--- config.mk ---
export PLATFORM = sky130hd
export DESIGN_NAME = jt51_wrseq_flat
export DESIGN_NICKNAME = d
export VERILOG_FILES = /design/src/rtl/jt51_wrseq_if.sv /design/src/rtl/jt51_wrseq.sv /design/src/flat_wrapper.sv
export SDC_FILE = /design/constraint.sdc
export NUM_CORES = 1
export LEC_CHECK = 0
export ABC_CLOCK_PERIOD_IN_PS = 2800
export CORE_MARGIN = 3
export CORE_UTILIZATION = 45
export CTS_BUF_LIST = sky130_fd_sc_hd__clkbuf_2
export CTS_CLUSTER_DIAMETER = 80
export DETAILED_ROUTE_END_ITERATION = 12
export HOLD_SLACK_MARGIN = 0.05
export MAX_ROUTING_LAYER = met4
export PLACE_DENSITY = 0.65
export SKIP_CTS_REPAIR_TIMING = 1
export SYNTH_ARGS = -nofsm -noshare
export SYNTH_HDL_FRONTEND = slang
export SYNTH_SLANG_ARGS = --single-unit
export TNS_END_PERCENT = 10
--- constraint.sdc ---
create_clock -name clk -period 2.8 [get_ports clk]
set_clock_uncertainty 0.2 [all_clocks]
set_input_delay 0.42 -clock clk [delete_from_list [all_inputs] [get_ports clk]]
set_output_delay 0.42 -clock clk [all_outputs]
set_load 0.05 [all_outputs]
--- src/rtl/jt51_wrseq_if.sv ---
// Host write-request and sound-core register-port signals for jt51_wrseq.
interface jt51_wrseq_if;
  logic       req_valid;
  logic [7:0] req_addr;
  logic [7:0] req_data;
  logic       req_ready;
  logic       ym_busy;
  logic       ym_cs_n;
  logic       ym_wr_n;
  logic       ym_a0;
  logic [7:0] ym_din;
  logic       idle;

  modport master (
    output req_valid, req_addr, req_data, ym_busy,
    input  req_ready, ym_cs_n, ym_wr_n, ym_a0, ym_din, idle
  );

  modport slave (
    input  req_valid, req_addr, req_data, ym_busy,
    output req_ready, ym_cs_n, ym_wr_n, ym_a0, ym_din, idle
  );
endinterface

--- src/rtl/jt51_wrseq.sv ---
// Queues host register writes and replays them to the JT51 core as address/data
// strobe pairs, one cen period each, with a busy-blind settle window after each pair.
module jt51_wrseq #(
  parameter int DEPTH     = 4,
  parameter int BUSY_WAIT = 2
) (
  input  logic        clk,
  input  logic        rst_n,
  input  logic        cen,
  jt51_wrseq_if.slave bus
);
  localparam int AW = $clog2(DEPTH);
  localparam int CW = AW + 1;
  localparam int WW = (BUSY_WAIT > 1) ? $clog2(BUSY_WAIT + 1) : 1;

  // IDLE: wait for entry and !busy | ADDR: a0=0 strobe | DATA: a0=1 strobe, pop | WAIT: busy ignored
  typedef enum logic [1:0] {S_IDLE, S_ADDR, S_DATA, S_WAIT} state_t;

  state_t        state_q, state_d;
  logic [CW-1:0] count_q, count_d;
  logic [AW-1:0] wr_ptr_q, wr_ptr_d;
  logic [AW-1:0] rd_ptr_q, rd_ptr_d;
  logic [WW-1:0] wait_q, wait_d;
  logic          cs_n_q, cs_n_d;
  logic          wr_n_q, wr_n_d;
  logic          a0_q, a0_d;
  logic [7:0]    din_q, din_d;
  logic          idle_q, idle_d;
  logic [15:0]   mem_q [DEPTH];
  logic [15:0]   wdata_d;
  logic [15:0]   head;
  logic          ready;
  logic          push;
  logic          pop;

  assign ready   = (count_q != CW'(DEPTH));
  assign push    = bus.req_valid && ready;
  assign wdata_d = {bus.req_addr, bus.req_data};
  assign head    = mem_q[rd_ptr_q];

  always_comb begin
    state_d = state_q;
    wait_d  = wait_q;
    cs_n_d  = cs_n_q;
    wr_n_d  = wr_n_q;
    a0_d    = a0_q;
    din_d   = din_q;
    pop     = 1'b0;
    if (cen) begin
      case (state_q)
        S_IDLE: begin
          if (count_q != '0 && !bus.ym_busy) begin
            state_d = S_ADDR;
            cs_n_d  = 1'b0;
            wr_n_d  = 1'b0;
            a0_d    = 1'b0;
            din_d   = head[15:8];
          end
        end
        S_ADDR: begin
          state_d = S_DATA;
          a0_d    = 1'b1;
          din_d   = head[7:0];
          pop     = 1'b1;
        end
        S_DATA: begin
          state_d = S_WAIT;
          cs_n_d  = 1'b1;
          wr_n_d  = 1'b1;
          wait_d  = WW'(BUSY_WAIT);
        end
        S_WAIT: begin
          // Leave on the edge that takes the counter to zero (or if it already is).
          if (wait_q <= WW'(1)) begin
            state_d = S_IDLE;
            wait_d  = '0;
          end else begin
            wait_d  = wait_q - WW'(1);
          end
        end
        default: state_d = S_IDLE;
      endcase
    end

    wr_ptr_d = push ? wr_ptr_q + AW'(1) : wr_ptr_q;
    rd_ptr_d = pop  ? rd_ptr_q + AW'(1) : rd_ptr_q;
    case ({push, pop})
      2'b10:   count_d = count_q + CW'(1);
      2'b01:   count_d = count_q - CW'(1);
      default: count_d = count_q;
    endcase
    idle_d = (count_d == '0) && (state_d == S_IDLE);
  end

  always_ff @(posedge clk or negedge rst_n) begin
    if (!rst_n) begin
      state_q  <= S_IDLE;
      count_q  <= '0;
      wr_ptr_q <= '0;
      rd_ptr_q <= '0;
      wait_q   <= '0;
      cs_n_q   <= 1'b1;
      wr_n_q   <= 1'b1;
      a0_q     <= 1'b0;
      din_q    <= 8'h00;
      idle_q   <= 1'b1;
    end else begin
      state_q  <= state_d;
      count_q  <= count_d;
      wr_ptr_q <= wr_ptr_d;
      rd_ptr_q <= rd_ptr_d;
      wait_q   <= wait_d;
      cs_n_q   <= cs_n_d;
      wr_n_q   <= wr_n_d;
      a0_q     <= a0_d;
      din_q    <= din_d;
      idle_q   <= idle_d;
    end
  end

  always_ff @(posedge clk) begin
    if (push) mem_q[wr_ptr_q] <= wdata_d;
  end

  assign bus.req_ready = ready;
  assign bus.ym_cs_n   = cs_n_q;
  assign bus.ym_wr_n   = wr_n_q;
  assign bus.ym_a0     = a0_q;
  assign bus.ym_din    = din_q;
  assign bus.idle      = idle_q;
endmodule

--- src/flat_wrapper.sv ---
// flat-port wrapper written by rule: the top's interface ports become plain ports
module jt51_wrseq_flat 
#(
  parameter int DEPTH     = 4,
  parameter int BUSY_WAIT = 2
)
  (clk, rst_n, cen, bus_req_valid, bus_req_addr, bus_req_data, bus_ym_busy, bus_req_ready, bus_ym_cs_n, bus_ym_wr_n, bus_ym_a0, bus_ym_din, bus_idle);
  jt51_wrseq_if bus_i ();
  input  logic clk;
  input  logic rst_n;
  input  logic cen;
  input wire logic [$bits(bus_i.req_valid)-1:0] bus_req_valid;
  input wire logic [$bits(bus_i.req_addr)-1:0] bus_req_addr;
  input wire logic [$bits(bus_i.req_data)-1:0] bus_req_data;
  input wire logic [$bits(bus_i.ym_busy)-1:0] bus_ym_busy;
  output wire logic [$bits(bus_i.req_ready)-1:0] bus_req_ready;
  output wire logic [$bits(bus_i.ym_cs_n)-1:0] bus_ym_cs_n;
  output wire logic [$bits(bus_i.ym_wr_n)-1:0] bus_ym_wr_n;
  output wire logic [$bits(bus_i.ym_a0)-1:0] bus_ym_a0;
  output wire logic [$bits(bus_i.ym_din)-1:0] bus_ym_din;
  output wire logic [$bits(bus_i.idle)-1:0] bus_idle;
  assign bus_i.req_valid = bus_req_valid;
  assign bus_i.req_addr = bus_req_addr;
  assign bus_i.req_data = bus_req_data;
  assign bus_i.ym_busy = bus_ym_busy;
  assign bus_req_ready = bus_i.req_ready;
  assign bus_ym_cs_n = bus_i.ym_cs_n;
  assign bus_ym_wr_n = bus_i.ym_wr_n;
  assign bus_ym_a0 = bus_i.ym_a0;
  assign bus_ym_din = bus_i.ym_din;
  assign bus_idle = bus_i.idle;
  jt51_wrseq #(.DEPTH(DEPTH), .BUSY_WAIT(BUSY_WAIT)) u_core (.clk(clk), .rst_n(rst_n), .cen(cen), .bus(bus_i));
endmodule
== Word-level counts from Yosys, hierarchy flattened ==
Memories as Yosys holds them, arrays and structs flattened.
Cells that the tools add are included.
Operators by class
  $lt $le $gt $ge: 1
  reductions and logical operators: 14
  multiplexer cells: 16
  $add $sub $neg: 5
  equality and inequality tests: 7
Operator list (count)
  $pmux W8 S2: 1
  $mux W2: 4
  $mux W8: 1
  $pmux W2 S4: 1
  $eq A2 B2 Y1 const B: 3
  $pmux W3 S2: 1
  $reduce_and A3 Y1: 2
  $reduce_bool A2 Y1: 3
  $mux W1: 5
  $add A2 B1 Y2 const B: 2
  $eq A2 B1 Y1 const B: 2
  $logic_not A2 Y1: 2
  $pmux W1 S2: 2
  $pmux W2 S2: 1
  $add A3 B1 Y3 const B: 1
  $logic_and A1 B1 Y1: 3
  $logic_not A3 Y1: 1
  $ne A3 B3 Y1 const B: 1
  $reduce_bool A3 Y1: 1
  $sub A3 B1 Y3 const B: 1
  $le A2 B1 Y1 const B: 1
  $ne A2 B1 Y1 const B: 1
  $reduce_and A2 Y1: 1
  $sub A2 B1 Y2 const B: 1
  $logic_not A1 Y1: 1
Storage, ports and cells
  bits of input ports: 21
  register bits: 22
  logic and storage cells: 53
  memories: 1
  RAM bits: 64
Memories
  u_core.mem_q: depth 4, width 16, read ports 1, clocked after memory_dff 0, write ports 1, RTL line jt51_wrseq.sv:29  | logic [15:0] mem_q [DEPTH];

== Longest topological paths before layout ==
Gate-level depths: netlist of run 1.
  depth after elaboration: 7
  mapped depth: 11

== Worst setup path after synthesis of run 1 ==
Ideal clock, no wire load.
  path type: register -> register
  from: reg u_core.count_q[1]
  to: reg u_core.idle_q (netlist: u_core.bus.idle)
  period minus slack after synthesis: 2809 ps
  data arrival time: 2513 ps
  required time: 2504 ps
  path slack: -9 ps
  cell stages (with the launch flop): 12
  path through: dfrtp_1 > inv_1 > nand3_1 > and2_1 > inv_1 > ha_1 > inv_1 > fa_1 > xor2_1 > nor2_1 > xor2_1 > nor4bb_1
On the way
  elaborated cells between the ends (all ways): 15
  those cells by class: add/sub (2); eq/ne (3); mux (4); reduce/logical (6)
RTL lines
  start: declaration: RTL line jt51_wrseq.sv:20  | logic [CW-1:0] count_q, count_d;
  start signal: assignment: RTL line jt51_wrseq.sv:109  | count_q <= count_d;
  $ne A3 B3 Y1 *: RTL line jt51_wrseq.sv:36  | assign ready = (count_q != CW'(DEPTH));
  named net bus_req_ready: RTL line flat_wrapper.sv:16  | output wire logic [$bits(bus_i.req_ready)-1:0] bus_req_ready;
  $logic_and A1 B1 Y1 *: RTL line jt51_wrseq.sv:37  | assign push = bus.req_valid && ready;
  $eq A2 B1 Y1 or $eq A2 B2 Y1 (tied branches): RTL line jt51_wrseq.sv:87  | case ({push, pop})
  $pmux W3 S2 *: RTL line jt51_wrseq.sv:87
  named net u_core.count_d[2]: RTL line jt51_wrseq.sv:20
  $logic_not A3 Y1 *: RTL line jt51_wrseq.sv:92  | idle_d = (count_d == '0) && (state_d == S_IDLE);
  $logic_and A1 B1 Y1 *: RTL line jt51_wrseq.sv:92
  named net u_core.idle_d: RTL line jt51_wrseq.sv:28  | logic idle_q, idle_d;
  end signal: assignment: RTL line jt51_wrseq.sv:117  | idle_q <= idle_d;
  end: declaration: RTL line jt51_wrseq.sv:28
The timed path passes the listed nets; every way through them passes the cells marked *.
A chain may end at the register's enable or synchronous reset.

== Final worst setup path of run 1 ==
  from: reg u_core.count_q[0]
  to: out bus_req_ready
On the way
  cells in the longest elaborated chain, start to end: 1
Ends and longest elaborated chain (RTL line)
  $ne A3 B3 Y1: jt51_wrseq.sv:36
  end: declaration: flat_wrapper.sv:16
No other way between the ends.

==> results.md, run 1 <==
Worst setup path:
- The critical path starts at u_core.count_q[0].
- The worst flop-to-flop path startpoint is u_core.count_q[1].
- The setup check on the worst reg-to-reg path leaves a slack of 0.36 ns.
- The number of buffers and inverters on the critical path is 2.
- The critical path's slowest cell is sky130_fd_sc_hd__clkdlybuf4s50_1.
- The delay contributed by the slowest stage of the critical path is 0.81 ns.
- Walking the worst path, the cells encountered are inv_2 -> nand3_2 -> clkdlybuf4s50_1.
- The worst setup path is launched from a flop.
- For the worst setup path, the data required time is 2.18 ns.
- Of all nets on the critical path, the largest fanout is 6.
- The arrival time of the worst setup path is 1.91 ns.
- The nature of the critical path endpoint is an output port.
- The critical path is of the flop to output port type.
- The kind of cell with the highest combined delay on the critical path is buffers and inverters.

Clocking:
- TritonCTS built the clock tree.
- The number of clock sinks is 86.
- The clock latency of the later-clocked register in the worst-skew pair is 0.49 ns.
- The number of buffers on the longest clock path is 2.
- The number of buffers added by the clock tree synthesis step is 9.
- After clock tree synthesis, the clock-pin slew on the worst setup and hold paths is 0.23 ns.
- Clock tree synthesis selected as its root buffer the cell sky130_fd_sc_hd__clkbuf_2.
- The count of H-tree levels built during CTS is 3.

Timing:
- Setup repair after global routing left no endpoint under its margin.
- In this run the tightest slew margin relative to its limit is 0.645.
- The final-report max-slew violation count is 0.
- The final clock period utilization by the worst path is 0.904.
- At the pin with the least slew margin, the transition time is 0.532 ns.
- The hold violation total from the final report came to 0.
- The shortest period the worst path allows is 2.53 ns.
- For this run, the top clock speed supported by timing is 395 MHz.
- Hold timing on the final database bottoms out at a slack of 0.284 ns.
- The final setup violation count is 0.
- The setup TNS is 0 ns.

Finish:
- Fill cells in the final layout number 583.
- The count of cells in the finished layout, fillers not included, comes to 349.
- The synthesis-to-finish area growth is 16.5%.
- The combined flip-flop and latch cell area is 0.00247 sq mm.
- At the end of the flow the core is filled with cells to 0.552.
- The number of antenna diodes in the final layout is 0.
- In the final design database the tool counted 272 nets.
- The proportion of layout cells with a drive suffix above 1 is 0.196.
- In the final layout, the multi-input gates occupy 941 sq um.

Global routing:
- After global routing the overflow that remains totals 0.
- The number of antenna violations at the first check in global routing is 0.
- The busiest layer in global routing is met2.
- In the global route stage, met3 resource usage came out at 0.0264.
- Across every metal layer, demand over resource in global routing totals 0.145.
- The via count of the first global-routing pass came to 1824.
- For this run, global-route usage on met2 was measured as 0.225.
- For this run, global-route usage on met1 was measured as 0.189.
- Entering global routing, the biggest net connects 23 pins.
- The wire length of the first global-routing pass is 9.20 mm.

Place:
- The number of port buffers is 33.
- The routability congestion estimate from global placement is 0.801.
- The post-DP HPWL is 3.58 mm.
- The instance count after placement with tap cells included is 332.

Power:
- The cell-internal power is 2.61 mW.
- Summed over all cells, the static leakage comes to 1.52 nW.
- In this run the power spent charging and discharging nets is 1.49 mW.
- The clock share of power is 0.124.
- The relative contribution of combinational cells to total power is 0.399.
- The switching part of the total is 0.363.
- The power density over the cells is 1000 mW/mm^2.
- The share of total power in sequential cells is 0.477.
- The design draws 4.10 mW.
- Across the VDD grid, the largest voltage drop is 324 uV.

Drt:
- In the final routed layout, each cell accounts on average for 16.1 um.
- The number of routed nets with antenna violations is 0.
- The final routed wirelength across all metal layers is 5.61 mm.
- The iteration count of the initial detailed-routing pass is 4.
- The routed via count is 1769.
- The remaining design rule violation count is 0.
- The average vias per placed instance is 5.07.
- The first routing iteration left 61 violations.

Logic synthesis:
- The most area-hungry cell type in the Yosys netlist is sky130_fd_sc_hd__edfxtp_1.
- The area fraction of the dominant cell type after synthesis is 0.548.
- The main flop type after synthesis is sky130_fd_sc_hd__edfxtp_1.
- The async set or reset register ratio after synthesis is 0.256.
- The combined area of all synthesized cells is 0.00351 sq mm.
- The number of storage elements in the synthesis netlist is 86.
- Yosys printed 0 warnings.
- Yosys instantiated no cell more often than sky130_fd_sc_hd__edfxtp_1.
- The share of the Yosys chip area taken by registers is 0.705.
- After synthesis, the cell types taking the most area are sky130_fd_sc_hd__edfxtp_1, sky130_fd_sc_hd__dfrtp_1, sky130_fd_sc_hd__mux4_2.
- When the netlist entered floorplanning its net count stood at 224.
- In the synthesized netlist, the cells that appear most often are sky130_fd_sc_hd__edfxtp_1, sky130_fd_sc_hd__nand2_1, sky130_fd_sc_hd__dfrtp_1.
- The cell count after synthesis came out at 197.
- The count of flip-flops with a built-in enable after synthesis is 64.
- Counting distinct cell types in the post-synthesis netlist gives 39.
- The mean area per synthesized cell is 17.8 sq um.

Outcome:
- The run finished with clean final reports.

Floorplanning:
- The floorplan step set the die height to 94.3 um.
- The number of top-level pins is 34.
- The width of the chip is 94.3 um.
- The die covers 0.00889 sq mm.
- In this run the core area contains 31 standard-cell rows.
- The area of the core is 0.00741 sq mm.
- The initial utilization of the core area, before any placement, comes to 0.474.

Hold path:
- In this run the worst hold path is classified as flop to flop.
- The worst hold path begins at u_core.wait_q[0].

Flow run:
- The tool flagged a number of max-cap violations equal to 0.
cells by family (layout without fill, tap and decap cells):
kind of cell	Yosys count	after routing	synth area share
AOI/OAI and AO/OA	12	12	0.0214
buffers and inverters	17	70	0.0278
and+or+nand+nor	44	44	0.0596
adders and majority gates	6	6	0.0235
muxes	26	26	0.147
DFF	86	86	0.705
xor gates and xnor gates	6	6	0.0150
cell usage in the layout, fill, tap and decap left out, drive strengths merged, types with 2 or more instances in the layout:
cell and n:
a22o 2, mux2 9, ha 5, mux4 16, dfrtp 20, buf 12, and3 4, nand3 2
inv 8, nand2 24, clkbuf 9, clkinvlp 2, nand2b 2, clkinv 5, xnor2 4, edfxtp 64
nor2 3, dfstp 2, xor2 2, nor2b 3, clkdlybuf4s50 33, o21ai 6
layout make-up:
cell class,instances,share of cell area
timing repair buffer,46,0.105
clock buffer,9,0.0110
multi-input combinational,94,0.230
tap,99,0.0303
inverter,8,0.00735
clock inverter,7,0.0101
sequential,86,0.606
sequential cells by signal, indices dropped and copies added, names as in the netlist:
register,cells
u_core.bus.idle,1
u_core.bus.ym_a0,1
u_core.bus.ym_cs_n,1
u_core.bus.ym_din,8
u_core.count_q,3
u_core.mem_q,64
u_core.rd_ptr_q,2
u_core.state_q,2
u_core.wait_q,2
u_core.wr_ptr_q,2
layer usage:
layer | vias to the layer above | part of all wire
met5 | - | 0
met4 | 0 | 0.016
met3 | 7 | 0.040
met2 | 38 | 0.48
met1 | 884 | 0.46
li1 | 840 | -
path summary, 6_finish.rpt:
kind | endpoint | cells after the start
min reg2reg | u_core.wait_q[0] | 1
max | bus_req_ready | 3
min | u_core.wait_q[0] | 1
min in group asynchronous | u_core.state_q[1] | 3
max reg2reg | u_core.bus.idle | 11
max in group asynchronous | u_core.bus.ym_cs_n | 3
power by group through the flow:
stage | logic [mW] | registers, mW | clock network (mW)
after global placement | 1.65 | 1.99 | 0
after floorplan | 1.04 | 2.15 | 0
after detailed placement | 1.66 | 2.00 | 0
final | 1.64 | 1.96 | 0.509
after global routing | 1.77 | 2.01 | 0.581
after CTS | 1.66 | 1.97 | 0.527
metrics by stage:
step	setup slack, ns	cell area (sq um)
3_3_place_gp	0.192	3990
5_1_grt	0.102	4090
6_report	0.268	4090
2_1_floorplan	0.225	3510
3_5_place_dp	0.135	3990
4_1_cts	0.225	4080
No activity file was read; power rests on OpenSTA's default activity.
==> run 2: changes to the inputs <==
SLEW_MARGIN = 10   (was unset)
==> results of run 2 <==
No change in the layout: final DEF, timing and power equal those of run 1.
==> run 3: changes to the inputs <==
CAP_MARGIN = 40   (was unset)
DONT_BUFFER_PORTS = 1   (was unset)
PLACE_DENSITY = unset   (was 0.65)
SLEW_MARGIN = 20   (was 10)
==> results.md, run 3 (synthesis results as in run 1) <==
Outcome:
- The run finished with clean final reports.

Floorplanning:
- The starting utilization of the core area is 0.474 (unchanged).
- The die footprint is 0.00889 sq mm (unchanged).
- The vertical extent of the die was 94.3 um (unchanged).
- The number of top-level pins came to 34 (unchanged).
- The area of the core was 0.00741 sq mm (unchanged).
- The width of the chip is 94.3 um (unchanged).
- The number of rows in the core area is 31 (unchanged).

Power:
- The cell-internal power came to 2.66 mW (+1.9%).
- The clock share of power is 0.168 (+0.044).
- The power density over the cells came to 1040 mW/mm^2 (+4.0%).
- The switching part of the total is 0.363 (+0.000634).
- The standby leakage power is 1.48 nW (-2.2%).
- The worst-case vdd ir drop is 406 uV (+25%).
- The reported net switching power is 1.52 mW (+2.1%).
- The share of total power in sequential cells is 0.542 (+0.065).
- The relative contribution of combinational cells to total power is 0.290 (-0.109).

Drt:
- The iteration count of the initial detailed-routing pass was 5 (+1).
- The average vias per placed instance is 5.34 (+5.4%).
- The routed via count is 1773 (+0.23%).
- The final routed wirelength across all metal layers is 6.01 mm (+7.1%).
- The average wire per cell in the routed design is 18.1 um (+13%).
- The remaining design rule violation count is 0 (unchanged).
- The DRC marker count from the first detailed-route iteration is 64 (+4.9%).
- The number of routed nets with antenna violations is 0 (unchanged).

Finish:
- The number of diodes added for antenna fixing is 0 (unchanged).
- The commonest non-fill, non-tap cell in the layout is sky130_fd_sc_hd__edfxtp_1.
- Compared with the post-synthesis result, the final layout area differs by 14.2%.
- The total number of nets in the final design is 255 (-6.3%).
- The top cell types in the final layout, fill and taps aside, are sky130_fd_sc_hd__edfxtp_1, sky130_fd_sc_hd__nand2_1, sky130_fd_sc_hd__dlygate4sd3_1, sky130_fd_sc_hd__dfrtp_1, sky130_fd_sc_hd__mux4_2.
- The number of flip-flops in the largest register is 64 (unchanged).
- More flip-flops sit in one register than any other, and that register is u_core.mem_q.
- The proportion of layout cells with a drive suffix above 1 is 0.206 (+0.0100).

Place:
- The routability congestion estimate from global placement came to 0.780 (-2.6%).
- The worst slack at placement is 0.236 ns (+0.101 ns).
- The post-DP HPWL is 3.90 mm (+9.2%).
- The number of port buffers is 0 (-100%).

Worst setup path:
- The cell that appears most often on the critical path is sky130_fd_sc_hd__xor2_1.
- The startpoint type of the worst setup path is a flop.
- The worst setup path is of the flop to flop kind.
- The kind of cell with the highest combined delay on the critical path is simple AND/OR/NAND/NOR gates.
- The data required time of the critical path is 3.01 ns (+0.83 ns).
- The delay contributed by the slowest stage of the critical path is 0.51 ns (-0.30 ns).
- The arrival time of the worst setup path was 2.75 ns (+0.84 ns).
- The maximum fanout encountered on the critical timing path is 11 (+5).
- Traced cell by cell, the critical path runs through nor2b_1 -> nand2_1 -> inv_2 -> ha_1 -> inv_1 -> fa_1 -> xor2_1 -> nor2_1 -> xor2_1 -> nor4bb_1.
- The worst setup path is captured at a flop.
- Among all stages on the critical path, the largest delay is contributed by sky130_fd_sc_hd__dfrtp_2.
- The combined buffer and inverter count along the critical path was 2 (unchanged).

Timing:
- The transition time of the tightest slew-check pin is 0.544 ns (+0.0118 ns).
- The final setup violation count is 0 (unchanged).
- The hold violation total from the final report is 0 (unchanged).
- The maximum achievable frequency was 394 MHz (-0.34%).
- Setup repair after global routing left no endpoint under its margin.
- The relative slew slack is 0.637 (-0.00787).
- The final clock period utilization by the worst path came to 0.907 (+0.00305).
- The final-report max-slew violation count is 0 (unchanged).
- The worst setup slack after layout is 0.259 ns (-0.00854 ns).
- The shortest period the worst path allows is 2.54 ns (+0.00854 ns).
- The setup TNS is 0 ns (unchanged).

Clocking:
- The number of buffers on the longest clock path is 2 (unchanged).
- The clock slew at the register clock pins of the worst setup and hold paths is 0.21 ns (-0.02 ns).
- The number of buffers added by the clock tree synthesis step was 9 (unchanged).
- The count of H-tree levels built during CTS is 3 (unchanged).
- The number of clock sinks is 86 (unchanged).
- The root buffer selected by CTS is sky130_fd_sc_hd__clkbuf_2.
- The TritonCTS clock tree is yes.
- The clock latency of the later-clocked register in the worst-skew pair came to 0.51 ns (+0.02 ns).

Hold path:
- The class of the most critical hold timing path is primary input to asynchronous set/reset pin.

Global routing:
- The largest net degree at the start of global routing came to 23 (unchanged).
- The remaining global-route overflow was 0 (unchanged).
- The number of antenna violations at the first check in global routing is 0 (unchanged).
- The via count of the first global-routing pass is 1809 (-0.82%).
- The combined global-route utilization of all metal layers is 0.149 (+0.00326).
- The wire length of the first global-routing pass was 9.27 mm (+0.75%).

Flow run:
- The count of max-cap constraint violations is 0 (unchanged).
==> run 3: cell count changes in the layout (fill, tap and decap cells not counted), moves of 2 or more <==
cell,before,now
sky130_fd_sc_hd__buf_4,12,7
sky130_fd_sc_hd__bufinv_16,0,2
sky130_fd_sc_hd__clkinv_2,2,0
sky130_fd_sc_hd__dlygate4sd3_1,1,20
sky130_fd_sc_hd__clkdlybuf4s50_1,33,0
sky130_fd_sc_hd__buf_12,0,2
==> run 3: power groups by stage <==
stage / logic, mW / clock network, mW / registers (mW)
2_1_floorplan: 1.04 / 0 / 2.15
3_3_place_gp: 1.16 / 0 / 2.28
3_5_place_dp: 1.19 / 0 / 2.30
4_1_cts: 1.20 / 0.731 / 2.27
5_1_grt: 1.34 / 0.781 / 2.31
6_report: 1.21 / 0.704 / 2.27
==> run 3: through the flow <==
stage / power [mW] / util / hold WS (ns) / instances / cell area, sq um
floorplan: 3.19 / - / -0.0756 / 197 / 3510
global placement: 3.44 / 0.492 / -0.0748 / 295 / 3640
detailed placement: 3.50 / 0.492 / -0.0748 / 295 / 3640
CTS: 4.20 / 0.511 / -0.688 / 311 / 3780
global route: 4.43 / 0.541 / 0.0556 / 332 / 4010
finish: 4.18 / 0.541 / 0.111 / 332 / 4010
==> run 3: final cells by class <==
class	count	area, sq um
clock buffers	9	45.0
multi-input cells	94	941
fillers	597	3400
flip-flops and latches	86	2480
clock inverters	7	96.3
inverters	8	30.0
repair buffers	29	293
well taps	99	124
==> run 3: worst paths after layout <==
path | slack (ns) | depth (start not counted) | start | to
max in group asynchronous | 2.07 | 2 | rst_n | u_core.bus.ym_cs_n
setup / recovery | 0.26 | 10 | u_core.state_q[0] | u_core.bus.idle
min in group clk | 0.23 | 2 | bus_req_valid | u_core.mem_q[1][7]
setup reg to reg | 0.26 | 10 | u_core.state_q[0] | u_core.bus.idle
hold reg to reg | 0.32 | 1 | u_core.wait_q[0] | u_core.wait_q[0]
hold / removal | 0.11 | 2 | rst_n | u_core.count_q[2]
==> run 3: layer usage <==
layer / vias up / GRT usage / part of all wire
met5: - / - / 0
met4: 0 / 0.0710 / 0.020
met3: 14 / 0.0409 / 0.048
met2: 47 / 0.243 / 0.54
met1: 901 / 0.170 / 0.39
li1: 811 / - / -
==> run 3: worst register-to-register path, cell delays in order (launching register included) <==
cell                       delay [ns]
sky130_fd_sc_hd__dfrtp_2         0.51
sky130_fd_sc_hd__nor2b_1         0.21
sky130_fd_sc_hd__nand2_1         0.18
sky130_fd_sc_hd__inv_2           0.11
sky130_fd_sc_hd__ha_1            0.18
sky130_fd_sc_hd__inv_1           0.06
sky130_fd_sc_hd__fa_1            0.37
sky130_fd_sc_hd__xor2_1          0.15
sky130_fd_sc_hd__nor2_1          0.12
sky130_fd_sc_hd__xor2_1          0.09
sky130_fd_sc_hd__nor4bb_1        0.29
